===== config.mk =====
export PLATFORM = sky130hd
export DESIGN_NAME = key_source_arbiter
export DESIGN_NICKNAME = d
export VERILOG_FILES = /design/src/rtl/morse_pkg.sv /design/src/rtl/key_delay_line.sv /design/src/rtl/key_source_arbiter.sv
export SDC_FILE = /design/constraint.sdc
export NUM_CORES = 1
export LEC_CHECK = 0
export BUFFER_PORTS_ARGS = -buffer_cell sky130_fd_sc_hd__buf_2
export CAP_MARGIN = 15
export CELL_PAD_IN_SITES_DETAIL_PLACEMENT = 0
export CELL_PAD_IN_SITES_GLOBAL_PLACEMENT = 2
export CORE_ASPECT_RATIO = 0.6
export CORE_MARGIN = 1.5
export CORE_UTILIZATION = 37
export CTS_BUF_LIST = sky130_fd_sc_hd__clkbuf_4 sky130_fd_sc_hd__clkbuf_8 sky130_fd_sc_hd__clkbuf_16
export DETAILED_ROUTE_END_ITERATION = 8
export PLACE_DENSITY_LB_ADDON = 0.1
export SLEW_MARGIN = 20
export SYNTH_ARGS = -nofsm -noshare
export SYNTH_HDL_FRONTEND = slang
export SYNTH_HIERARCHICAL = 1
export SYNTH_SLANG_ARGS = --single-unit

===== constraint.sdc =====
create_clock -name clk -period 2.2 [get_ports clk]
set_clock_uncertainty 0.2 [all_clocks]
set_input_delay 0.11 -clock clk [delete_from_list [all_inputs] [get_ports clk]]
set_output_delay 0.11 -clock clk [all_outputs]
set_load 0.03 [all_outputs]

===== src/rtl/morse_pkg.sv =====
// Shared types for the key source arbiter: FSM state encoding and owner codes.
package morse_pkg;

    typedef enum logic [1:0] {
        IDLE    = 2'd0,
        OWN_LOC = 2'd1,
        OWN_EXT = 2'd2,
        FLUSH   = 2'd3
    } arb_state_e;

    typedef enum logic [1:0] {
        NONE  = 2'b00,
        LOCAL = 2'b01,
        EXT   = 2'b10
    } owner_e;

    // Only the two ownership states map to a source; IDLE and FLUSH report none.
    function automatic owner_e owner_of(input arb_state_e s);
        case (s)
            OWN_LOC: return LOCAL;
            OWN_EXT: return EXT;
            default: return NONE;
        endcase
    endfunction

endpackage


===== src/rtl/key_delay_line.sv =====
// Fixed-depth shift register delaying the granted key by DELAY_STAGES clock edges.
module key_delay_line #(
    parameter int DELAY_STAGES = 5
) (
    input  logic clk,
    input  logic ext_rst,
    input  logic din,
    output logic dout
);

    logic [DELAY_STAGES-1:0] taps;

    // Async clear drops every in-flight sample so no partial pulse leaks out.
    always_ff @(posedge clk or posedge ext_rst) begin
        if (ext_rst) begin
            taps <= '0;
        end else begin
            taps[0] <= din;
            for (int i = 1; i < DELAY_STAGES; i++) begin
                taps[i] <= taps[i-1];
            end
        end
    end

    assign dout = taps[DELAY_STAGES-1];

endmodule


===== src/rtl/key_source_arbiter.sv =====
// Grants the decoder key path to the local or external key source, with idle release and flush.
// Define KEY_ARB_EXT_PRIORITY_EN to let the external key win a simultaneous request in IDLE.
module key_source_arbiter
    import morse_pkg::*;
#(
    parameter int IDLE_TIMEOUT = 2000,
    parameter int DELAY_STAGES = 5
) (
    input  logic       clk,
    input  logic       ext_rst,
    input  logic       b_local,
    input  logic       b_ext,
    output logic       key_out,
    output logic       dec_rst,
    output logic [1:0] owner,
    output logic       led,
    output arb_state_e state_dbg
);

    localparam int IW = $clog2(IDLE_TIMEOUT);
    localparam int FW = (DELAY_STAGES > 1) ? $clog2(DELAY_STAGES) : 1;
    localparam logic [IW-1:0] IDLE_LAST  = IW'(IDLE_TIMEOUT - 1);
    localparam logic [FW-1:0] FLUSH_LAST = FW'(DELAY_STAGES - 1);

`ifdef KEY_ARB_EXT_PRIORITY_EN
    localparam owner_e TIE_WINNER = EXT;
`else
    localparam owner_e TIE_WINNER = LOCAL;
`endif

    arb_state_e    state, state_nxt;
    logic [IW-1:0] idle_cnt;
    logic [FW-1:0] flush_cnt;
    owner_e        last_owner;
    owner_e        grant_src;
    logic          grant;
    logic          owned;
    logic          own_key;
    logic          din;
    logic          handover_q;

    always_ff @(posedge clk or posedge ext_rst) begin
        if (ext_rst) begin
            state <= IDLE;
        end else begin
            state <= state_nxt;
        end
    end

    always_comb begin
        state_nxt = state;
        grant     = 1'b0;
        grant_src = NONE;
        own_key   = 1'b0;
        din       = 1'b0;
        case (state)
            IDLE: begin
                if (b_local && b_ext) begin
                    grant     = 1'b1;
                    grant_src = TIE_WINNER;
                end else if (b_local) begin
                    grant     = 1'b1;
                    grant_src = LOCAL;
                end else if (b_ext) begin
                    grant     = 1'b1;
                    grant_src = EXT;
                end
                // The granting press itself is the first sample into the delay line.
                if (grant) begin
                    din = 1'b1;
                    if (grant_src == LOCAL) begin
                        state_nxt = OWN_LOC;
                    end else begin
                        state_nxt = OWN_EXT;
                    end
                end
            end
            OWN_LOC: begin
                own_key = b_local;
                din     = b_local;
                if (!b_local && idle_cnt == IDLE_LAST) begin
                    state_nxt = FLUSH;
                end
            end
            OWN_EXT: begin
                own_key = b_ext;
                din     = b_ext;
                if (!b_ext && idle_cnt == IDLE_LAST) begin
                    state_nxt = FLUSH;
                end
            end
            FLUSH: begin
                if (flush_cnt == FLUSH_LAST) begin
                    state_nxt = IDLE;
                end
            end
            default: state_nxt = IDLE;
        endcase
    end

    assign owned = (state == OWN_LOC) || (state == OWN_EXT);

    // Counters clear on their terminal value, so neither can wrap.
    always_ff @(posedge clk or posedge ext_rst) begin
        if (ext_rst) begin
            idle_cnt  <= '0;
            flush_cnt <= '0;
        end else begin
            if (owned && !own_key && idle_cnt != IDLE_LAST) begin
                idle_cnt <= idle_cnt + 1'b1;
            end else begin
                idle_cnt <= '0;
            end
            if (state == FLUSH && flush_cnt != FLUSH_LAST) begin
                flush_cnt <= flush_cnt + 1'b1;
            end else begin
                flush_cnt <= '0;
            end
        end
    end

    // Decoder reset pulses only when the key source actually changes.
    always_ff @(posedge clk or posedge ext_rst) begin
        if (ext_rst) begin
            last_owner <= NONE;
            handover_q <= 1'b0;
        end else begin
            handover_q <= grant && (grant_src != last_owner);
            if (grant) begin
                last_owner <= grant_src;
            end
        end
    end

    key_delay_line #(
        .DELAY_STAGES(DELAY_STAGES)
    ) u_delay (
        .clk    (clk),
        .ext_rst(ext_rst),
        .din    (din),
        .dout   (key_out)
    );

    assign owner     = owner_of(state);
    assign led       = (last_owner == LOCAL);
    assign dec_rst   = ext_rst | handover_q;
    assign state_dbg = state;

endmodule

======== Word level (Yosys, flattened, before mapping) ========
Index checks and enable logic that the tools add are counted.
word-level totals
  word-level logic and storage cells ...... 58
  memories ................................ 0
  latch bits .............................. 0
  output and inout port bits .............. 7
  ROM bits ................................ 0
  input bits .............................. 4
  flip-flop bits (word level) ............. 24
  memory bits (writable) .................. 0
operators by class
  $add $sub $neg .......................... 2
  shifts and indexed selects .............. 0
  bitwise gates (word level) .............. 1
  divide/modulo/power cells ............... 0
  multiplexer cells ....................... 22
  $lt $le $gt $ge ......................... 0
  equal/unequal tests ..................... 14
  multiply operators ...................... 0
  reductions and logical operators ........ 13
operators by type and width
  cell                     number
  $mux W2                  10
  $add A11 B1 Y11 const B  1
  $eq A11 B11 Y1 const B   1
  $mux W11                 1
  $ne A11 B11 Y1 const B   1
  $ne A2 B2 Y1 const B     4
  $pmux W2 S4              1
  $logic_and A1 B1 Y1      7
  $eq A2 B1 Y1 const B     3
  $mux W1                  6
  $eq A2 B2 Y1 const B     2
  $pmux W2 S2              1
  $reduce_and A4 Y1        1
  $add A3 B1 Y3 const B    1
  $eq A3 B3 Y1 const B     1
  $logic_not A1 Y1         3
  $mux W3                  1
  $ne A3 B3 Y1 const B     1
  $pmux W1 S3              1
  $logic_not A2 Y1         1
  $ne A2 B2 Y1             1
  $pmux W1 S2              1
  $logic_or A1 B1 Y1       1
  $or A1 B1 Y1             1

======== Longest topological paths before layout ========
Gate-level depths: netlist of run 1.
  word-level depth ........................ 8
  mapped depth ............................ 7
  gate-level depth less buffers ........... 6

======== Hierarchy ========
The synthesis of run 1 kept the hierarchy.
modules (own cells, without submodules)
  module              sequential area each (um^2)  cells each  instances  area each (um^2)
  key_source_arbiter  475.5                        106         1          1,056.0
  key_delay_line      125.1                        6           1          128.9

======== Worst setup path before layout of run 1 ========
OpenSTA, ideal clock, no wires.
  kind .................................... register -> register
  from .................................... register state[0], in the netlist state_dbg[0]
  to ...................................... register state[0], in the netlist state_dbg[0]
  clock period less this slack ............ 2,319 ps
  data required time ...................... 1,872 ps
  cell stages (with the launch flop) ...... 6
  arrival time ............................ 1,991 ps
  path slack .............................. -119 ps
  path buffers ............................ 0
  setup time .............................. 128 ps
  path through ............................ dfrtp_1 -> inv_1 -> ha_1 -> or2_2 -> a221oi_4 -> mux2_1
between the ends
  longest elaborated chain between the ends .. 3
  elaborated cells on any way between the ends .. 10
  those cells by class .................... eq/ne: 7; mux: 1; reduce/logical: 2
ends and longest elaborated chain
  what                                        line                      source
  from (decl)                                 key_source_arbiter.sv:31  arb_state_e state, state_nxt;
  from (signal assigned)                      key_source_arbiter.sv:46  state <= state_nxt;
  $eq A2 B2 Y1, or another cell as far along  key_source_arbiter.sv:56  case (state)
  $ne A2 B2 Y1 (no line)                      n/a
  $reduce_and A4 Y1 (no line)                 n/a
Several ways; a longest one is shown, not always the timed one.
A chain may end at the register's enable or synchronous reset.

======== Worst setup path after layout of run 1 ========
  from .................................... register state[0], in the netlist state_dbg[0]
  to ...................................... register state[1], in the netlist state_dbg[1]
The elaborated chain is that of the path after synthesis.

==> results of run 1 <==
[registers in the layout (all words and copies together) (netlist names)]
signal / count
handover_q: 1
flush_cnt: 3
last_owner: 2
idle_cnt: 11
state_dbg: 2
u_delay/taps: 5
[worst max-delay path: stages, from the launching register on]
cell	delay (ps)
dfrtp_2	420
inv_1	90
ha_1	240
or2_2	330
a221oi_4	300
mux2_1	350
[metrics by stage]
stage,util (%),power (W),hold WS (ps)
after floorplan,-,0.00119,-311
after global placement,43.1,0.00137,-176
after detailed placement,43.1,0.00138,-164
after CTS,46.8,0.00179,86.7
after global routing,47.0,0.00191,99.7
final,47.0,0.00177,84.2
[area by class of cell]
cell class,count,share of cell area (%)
Timing Repair Buffer,15,7.00
Multi-Input combinational cell,76,38.4
Clock buffer,3,2.96
Inverter,9,2.42
Clock inverter,1,2.15
Sequential cell,24,43.3
Tap cell,42,3.77
[layout by cell type, fill, tap and decap left out, drive strengths merged, types with 2 or more instances in the layout]
cell type,Yosys,routed
nor2b,2,2
ha,9,9
nor2,16,16
clkbuf,1,3
nor3,2,2
dlygate4sd3,0,4
or2,2,2
inv,9,9
nand4,4,4
xnor2,4,4
o21ai,3,3
a21oi,5,5
buf,2,11
mux2,2,2
xor2,4,4
dfrtp,24,24
nand3,4,4
nand2,9,9
[power by group]
part / switching, W / leakage [nW] / internal, W
sequential: 0.0000754 / 0.313 / 0.000563
clock: 0.000140 / 0.0357 / 0.000243
combinational: 0.000454 / 0.299 / 0.000296
total: 0.000669 / 0.648 / 0.00110
[per-layer routing]
layer  up-vias  share of wire, %
met2         8                40
met4         0                 0
li1        399                 -
met3         0               3.9
met1       370                56
met5         -                 0
[final timing paths]
path / startpoint / slack, ps / to / cells after the start
setup / recovery: state_dbg[0]$_DFFE_PP0P_ / 160 / state_dbg[1]$_DFFE_PP0P_ / 5
hold / removal: ext_rst / 80 / u_delay/taps[3]$_DFF_PP0_ / 3
setup reg to reg: state_dbg[0]$_DFFE_PP0P_ / 160 / state_dbg[1]$_DFFE_PP0P_ / 5
hold reg to reg: u_delay/taps[0]$_DFF_PP0_ / 150 / u_delay/taps[1]$_DFF_PP0_ / 0
max in group asynchronous: ext_rst / 980 / state_dbg[0]$_DFFE_PP0P_ / 3
min in group clk: u_delay/taps[0]$_DFF_PP0_ / 150 / u_delay/taps[1]$_DFF_PP0_ / 0
[logic make-up after synthesis]
family,Yosys count,share of synthesized area [%]
adders and majority gates,9,9.50
muxes,3,2.75
buffers and inverters,12,4.54
xor gates and xnor gates,8,5.91
AOI/OAI and AO/OA,12,7.81
and+or+nand+nor,44,18.8
DFF,24,50.7
[timing repair]
item                                    CTS  global route
resized for setup                         0             1
endpoints found under the hold margin    27             0
endpoints found under the setup margin    0             2
hold buffers                              4             0
==> qor.yml, run 1 <==
start_util_pct: 40.0
finalWeightedCongestion: 0.708
via_count: 777
clk_pin_slew_ps: 90
grt-ovfl-total: 0
status: "finished clean"
synth.most_common_cell: "dfrtp_1"
design_area_mm2: 0.00139
die_area_mm2: 0.00356
ant_nets: 0
synth-edff-count: 0
htreeDepth: 1
fill_cells: 287
seqCellArea_um2: 603
grt_pass1_vias: 688
tightest_slew_ps: 721
fin_crit_sh_pct: 92.8
cp_data_arrival_time_ps: 1990
avgSynthCellArea_um2: 10.6
ioPinCount: 11
cts_tree: "yes"
initialDrtViolationCount: 27
relSlewSlack_pct: 51.9
use_met3_pct: 4.08
die_h_um: 46.8
viasPerCell: 4.57
endpoint_kind: "flip-flop"
antenna_found_initial: 0
drv_slew: 0
cts_sinks: 24
critPathMaxFanout: 6
n_antenna_cell: 0
dp.cells: 162
hold_viol: 0
numCtsBuffers: 3
final_layout_size_suffix_gt1_share_pct: 18.0
dpl.hpwl_mm: 1.46
grt_pass1_wl_mm: 3.32
power.density_mw_per_mm2: 1270
multi_input_area_um2: 536
drt_wl_total_mm: 1.96
yosys.area.top_type_share_pct: 50.7
fin_ws_ps: 159
wl_per_cell_um: 11.5
syn_nets: 125
synth.distinct_cells: 29
ys_ff_latch: 24
cts_setup_buffers: 0
ctsLongestPathBuffers: 2
stdcell_count: 170
grt_busiest_layer: "met2"
max_freq_mhz: 490
grtUsageMet1_pct: 17.8
core_mm2: 0.00297
die_width_um: 76.1
period_needed_ps: 2040
grt_max_degree: 20
yosys.area.top_type: "dfrtp_1"
cap_violations: 0
drtPass1Iterations: 3
finalSetupViolCount: 0
yosysWarnings: 6
place_area_mm2: 0.00128
synth.area.top_cells: "dfrtp_1, ha_1, nor2_1"
cts-root-buf: "clkbuf_8"
fin_tns_setup_ps: 0
critPathKind: "flip-flop to flip-flop"
grt_use_total_pct: 12.4
netlist_area_mm2: 0.00118
dp_slack_ps: 117
irDropWorstVdd_mv: 0.757
final_nets: 142
ys_seq_area_share_pct: 50.7
rows: 15
rsz0062_at_grt: "false"
async_flop_share_pct: 100
use_met2_pct: 18.7
clkLatencyLatePin_ps: 270
postSynthCellCount: 112
numPortBuffers: 10
ys.flop_type: "dfrtp_1"
hold_path.class: "input pin to asynchronous set/reset pin"
drc: 0
power.leakage_nw: 0.648
netlist_top_cells_count: "dfrtp_1, nor2_1, ha_1, inv_1, nand2_1"
worstPathRequired_ps: 2150
syn_to_final_growth_pct: 17.6
critPathLaunchType: "flip-flop"
No activity file was read; power rests on OpenSTA's default activity.
==> run 2: changes to the inputs <==
Settings changed: GPL_TIMING_DRIVEN from default to 0, SYNTH_HIERARCHICAL 1 to default.
==> run 2 against run 1 <==
Compared with the run above:
- register-to-register slack lost 40 ps
- count of clock-buffer cells in the layout is the same
- synthesized area shrank 1.3%
- cell area shrank 2.3%
- die area shrank 1.2%
- core utilization shrank 0.80 points
==> qor.yml, run 2 <==
status: "finished clean"
grtUsageMet1_pct: 17.8  # -0.074 points
cts-root-buf: "clkbuf_8"
fin_crit_sh_pct: 94.7  # +1.9 points
power.leakage_nw: 0.652  # +0.67%
ys_ff_latch: 24  # unchanged
power.total_w: 0.00168  # -5.1%
synth.area.top_cells: "dfrtp_1, ha_1, nor2_1"
n_antenna_cell: 0  # unchanged
grt-ovfl-total: 0  # unchanged
drc: 0  # unchanged
rsz0062_at_grt: "false"
grt_pass1_vias: 633  # -8.0%
grt_max_degree: 25  # +25%
grt_busiest_layer: "met1"
use_met2_pct: 16.3  # -2.4 points
synth-edff-count: 0  # unchanged
clkLatencyLatePin_ps: 260  # about the same
largest_reg_flops: 11  # unchanged
hold_path.class: "input pin to flip-flop"
viasPerCell: 4.51  # -1.3%
via_count: 753  # -3.1%
netlist_top_cells_count: "dfrtp_1, nor2_1, ha_1, inv_1, nand2_1"
cap_violations: 0  # unchanged
numPortBuffers: 9  # -1
critPathKind: "flip-flop to flip-flop"
ctsLongestPathBuffers: 2  # unchanged
cts_setup_buffers: 0  # unchanged
endpoint_kind: "flip-flop"
dpl.hpwl_mm: 1.39  # -5.0%
largest_register: "idle_cnt"
max_freq_mhz: 480  # -2.1%
synth-xor-area-share_pct: 7.49  # +1.6 points
numCtsBuffers: 3  # unchanged
muxShareOfSynthArea_pct: 1.93  # -0.82 points
syn_nets: 123  # -1.6%
yosys.area.top_type_share_pct: 51.3  # +0.65 points
synth_compound_area_share_pct: 6.10  # -1.7 points
fin_ws_ps: 116  # -42.9 ps
period_needed_ps: 2080  # +42.9 ps
synth_top_family_by_area: "simple AND/OR/NAND/NOR gates"
ys.flop_type: "dfrtp_1"
critPathLaunchType: "flip-flop"
drv_slew: 0  # unchanged
synth.most_common_cell: "dfrtp_1"
avgSynthCellArea_um2: 10.6  # +0.53%
hold_viol: 0  # unchanged
cts_tree: "yes"
finalSetupViolCount: 0  # unchanged
ys_seq_area_share_pct: 51.3  # +0.65 points
wl_per_cell_um: 11.3  # -1.8%
synth.distinct_cells: 27  # -6.9%
drt_wl_total_mm: 1.89  # -3.5%
yosysWarnings: 0  # -6
tightest_slew_ps: 892  # +170 ps
yosys.area_share.simple_pct: 18.6  # -0.19 points
start_util_pct: 39.7  # -0.26 points
ioPinCount: 11  # unchanged
grt_pass1_wl_mm: 3.00  # -9.6%
cts_sinks: 24  # unchanged
htreeDepth: 1  # unchanged
ctsHoldBuffers: 2  # -2
finalWeightedCongestion: 0.738  # +4.3%
die_area_mm2: 0.00352  # -1.2%
die_width_um: 75.6  # -0.61%
ant_nets: 0  # unchanged
postSynthCellCount: 110  # -1.8%
antenna_found_initial: 0  # unchanged
stdcell_count: 167  # -1.8%
use_met3_pct: 4.60  # +0.52 points
fin_tns_setup_ps: 0  # unchanged
cp_data_arrival_time_ps: 2030  # +40 ps
cts_resized: 0  # unchanged
largestRegisters: "idle_cnt x11, u_delay.taps x5, flush_cnt x3"
power.density_mw_per_mm2: 1230  # -2.9%
final_cell_mix: "dfrtp_1, nor2_1, buf_2, ha_1"
final_layout_size_suffix_gt1_share_pct: 18.4  # +0.43 points
drtPass1Iterations: 4  # +1
yosys.area.top_type: "dfrtp_1"
core_mm2: 0.00295  # -0.63%
critPathMaxFanout: 6  # unchanged
dp_slack_ps: 116  # -1.68 ps
clk_pin_slew_ps: 80  # about the same
die_h_um: 46.6  # -0.60%
async_flop_share_pct: 100  # unchanged
final_common_cell: "dfrtp_1"
netlist_area_mm2: 0.00117  # -1.3%
relSlewSlack_pct: 40.5  # -11 points
grt_use_total_pct: 12.5  # +0.11 points
synthAdderAreaFrac_pct: 9.63  # +0.12 points
worstPathRequired_ps: 2140  # about the same
rows: 15  # unchanged
syn_to_final_growth_pct: 16.4
dp.cells: 161  # -0.62%
final_nets: 139  # -2.1%
initialDrtViolationCount: 15  # -44%
irDropWorstVdd_mv: 0.607  # -20%
[run 2: area by class of cell]
cell class | count | area, um2
fill | 305 | 1590
sequential | 24 | 603
multi-input combinational | 73 | 512
timing repair buffer | 11 | 65.1
tap | 42 | 52.6
clock buffer | 3 | 41.3
clock inverter | 1 | 30.0
inverter | 8 | 30.0
buffer | 5 | 27.5
[run 2: cells by family after synthesis]
logic type | count (synthesis)
simple gates | 42
flops | 24
buf+inv | 13
compound gates | 10
xor+xnor | 10
fa+ha+maj | 9
mux | 2
[run 2: power by group]
group	leakage [nW]	internal (W)	switching (W)
Sequential	0.313	0.000563	0.0000791
Clock	0.0357	0.000243	0.000135
Combinational	0.303	0.000241	0.000419
Total	0.652	0.00105	0.000633
[run 2: path summary, 6_finish.rpt]
kind | startpoint | endpoint | slack (ps) | depth (start not counted)
worst max-delay path | state_dbg[0]$_DFFE_PP0P_ | state_dbg[0]$_DFFE_PP0P_ | 120 | 6
worst min-delay path | b_local | last_owner[1]$_DFFE_PP0P_ | 30 | 2
worst max register to register | state_dbg[0]$_DFFE_PP0P_ | state_dbg[0]$_DFFE_PP0P_ | 120 | 6
worst min register to register | u_delay.taps[0]$_DFF_PP0_ | u_delay.taps[1]$_DFF_PP0_ | 160 | 0
max in group asynchronous | ext_rst | state_dbg[0]$_DFFE_PP0P_ | 810 | 3
min in group asynchronous | ext_rst | u_delay.taps[2]$_DFF_PP0_ | 380 | 3
[run 2: routing by layer]
metal | up-vias | part of all wire, %
li1 | 386 | -
met1 | 355 | 57
met2 | 8 | 38
met3 | 4 | 3.7
met4 | 0 | 1.8
met5 | - | 0
[run 2: critical path: stages (launching register included)]
cell	delay (ps)
dfrtp_2	420
inv_1	90
ha_1	220
a22oi_1	300
nand2_1	100
a221oi_2	260
mux2_1	370
[run 2: metrics by stage]
stage | cell area [um2] | hold slack (ps) | util [%]
CTS | 1360 | 23.7 | 46.2
global placement | 1270 | 138 | 43.1
finish | 1360 | 27.9 | 46.2
floorplan | 1170 | -75.5 | -
global route | 1360 | 56.8 | 46.2
detailed placement | 1270 | 141 | 43.1
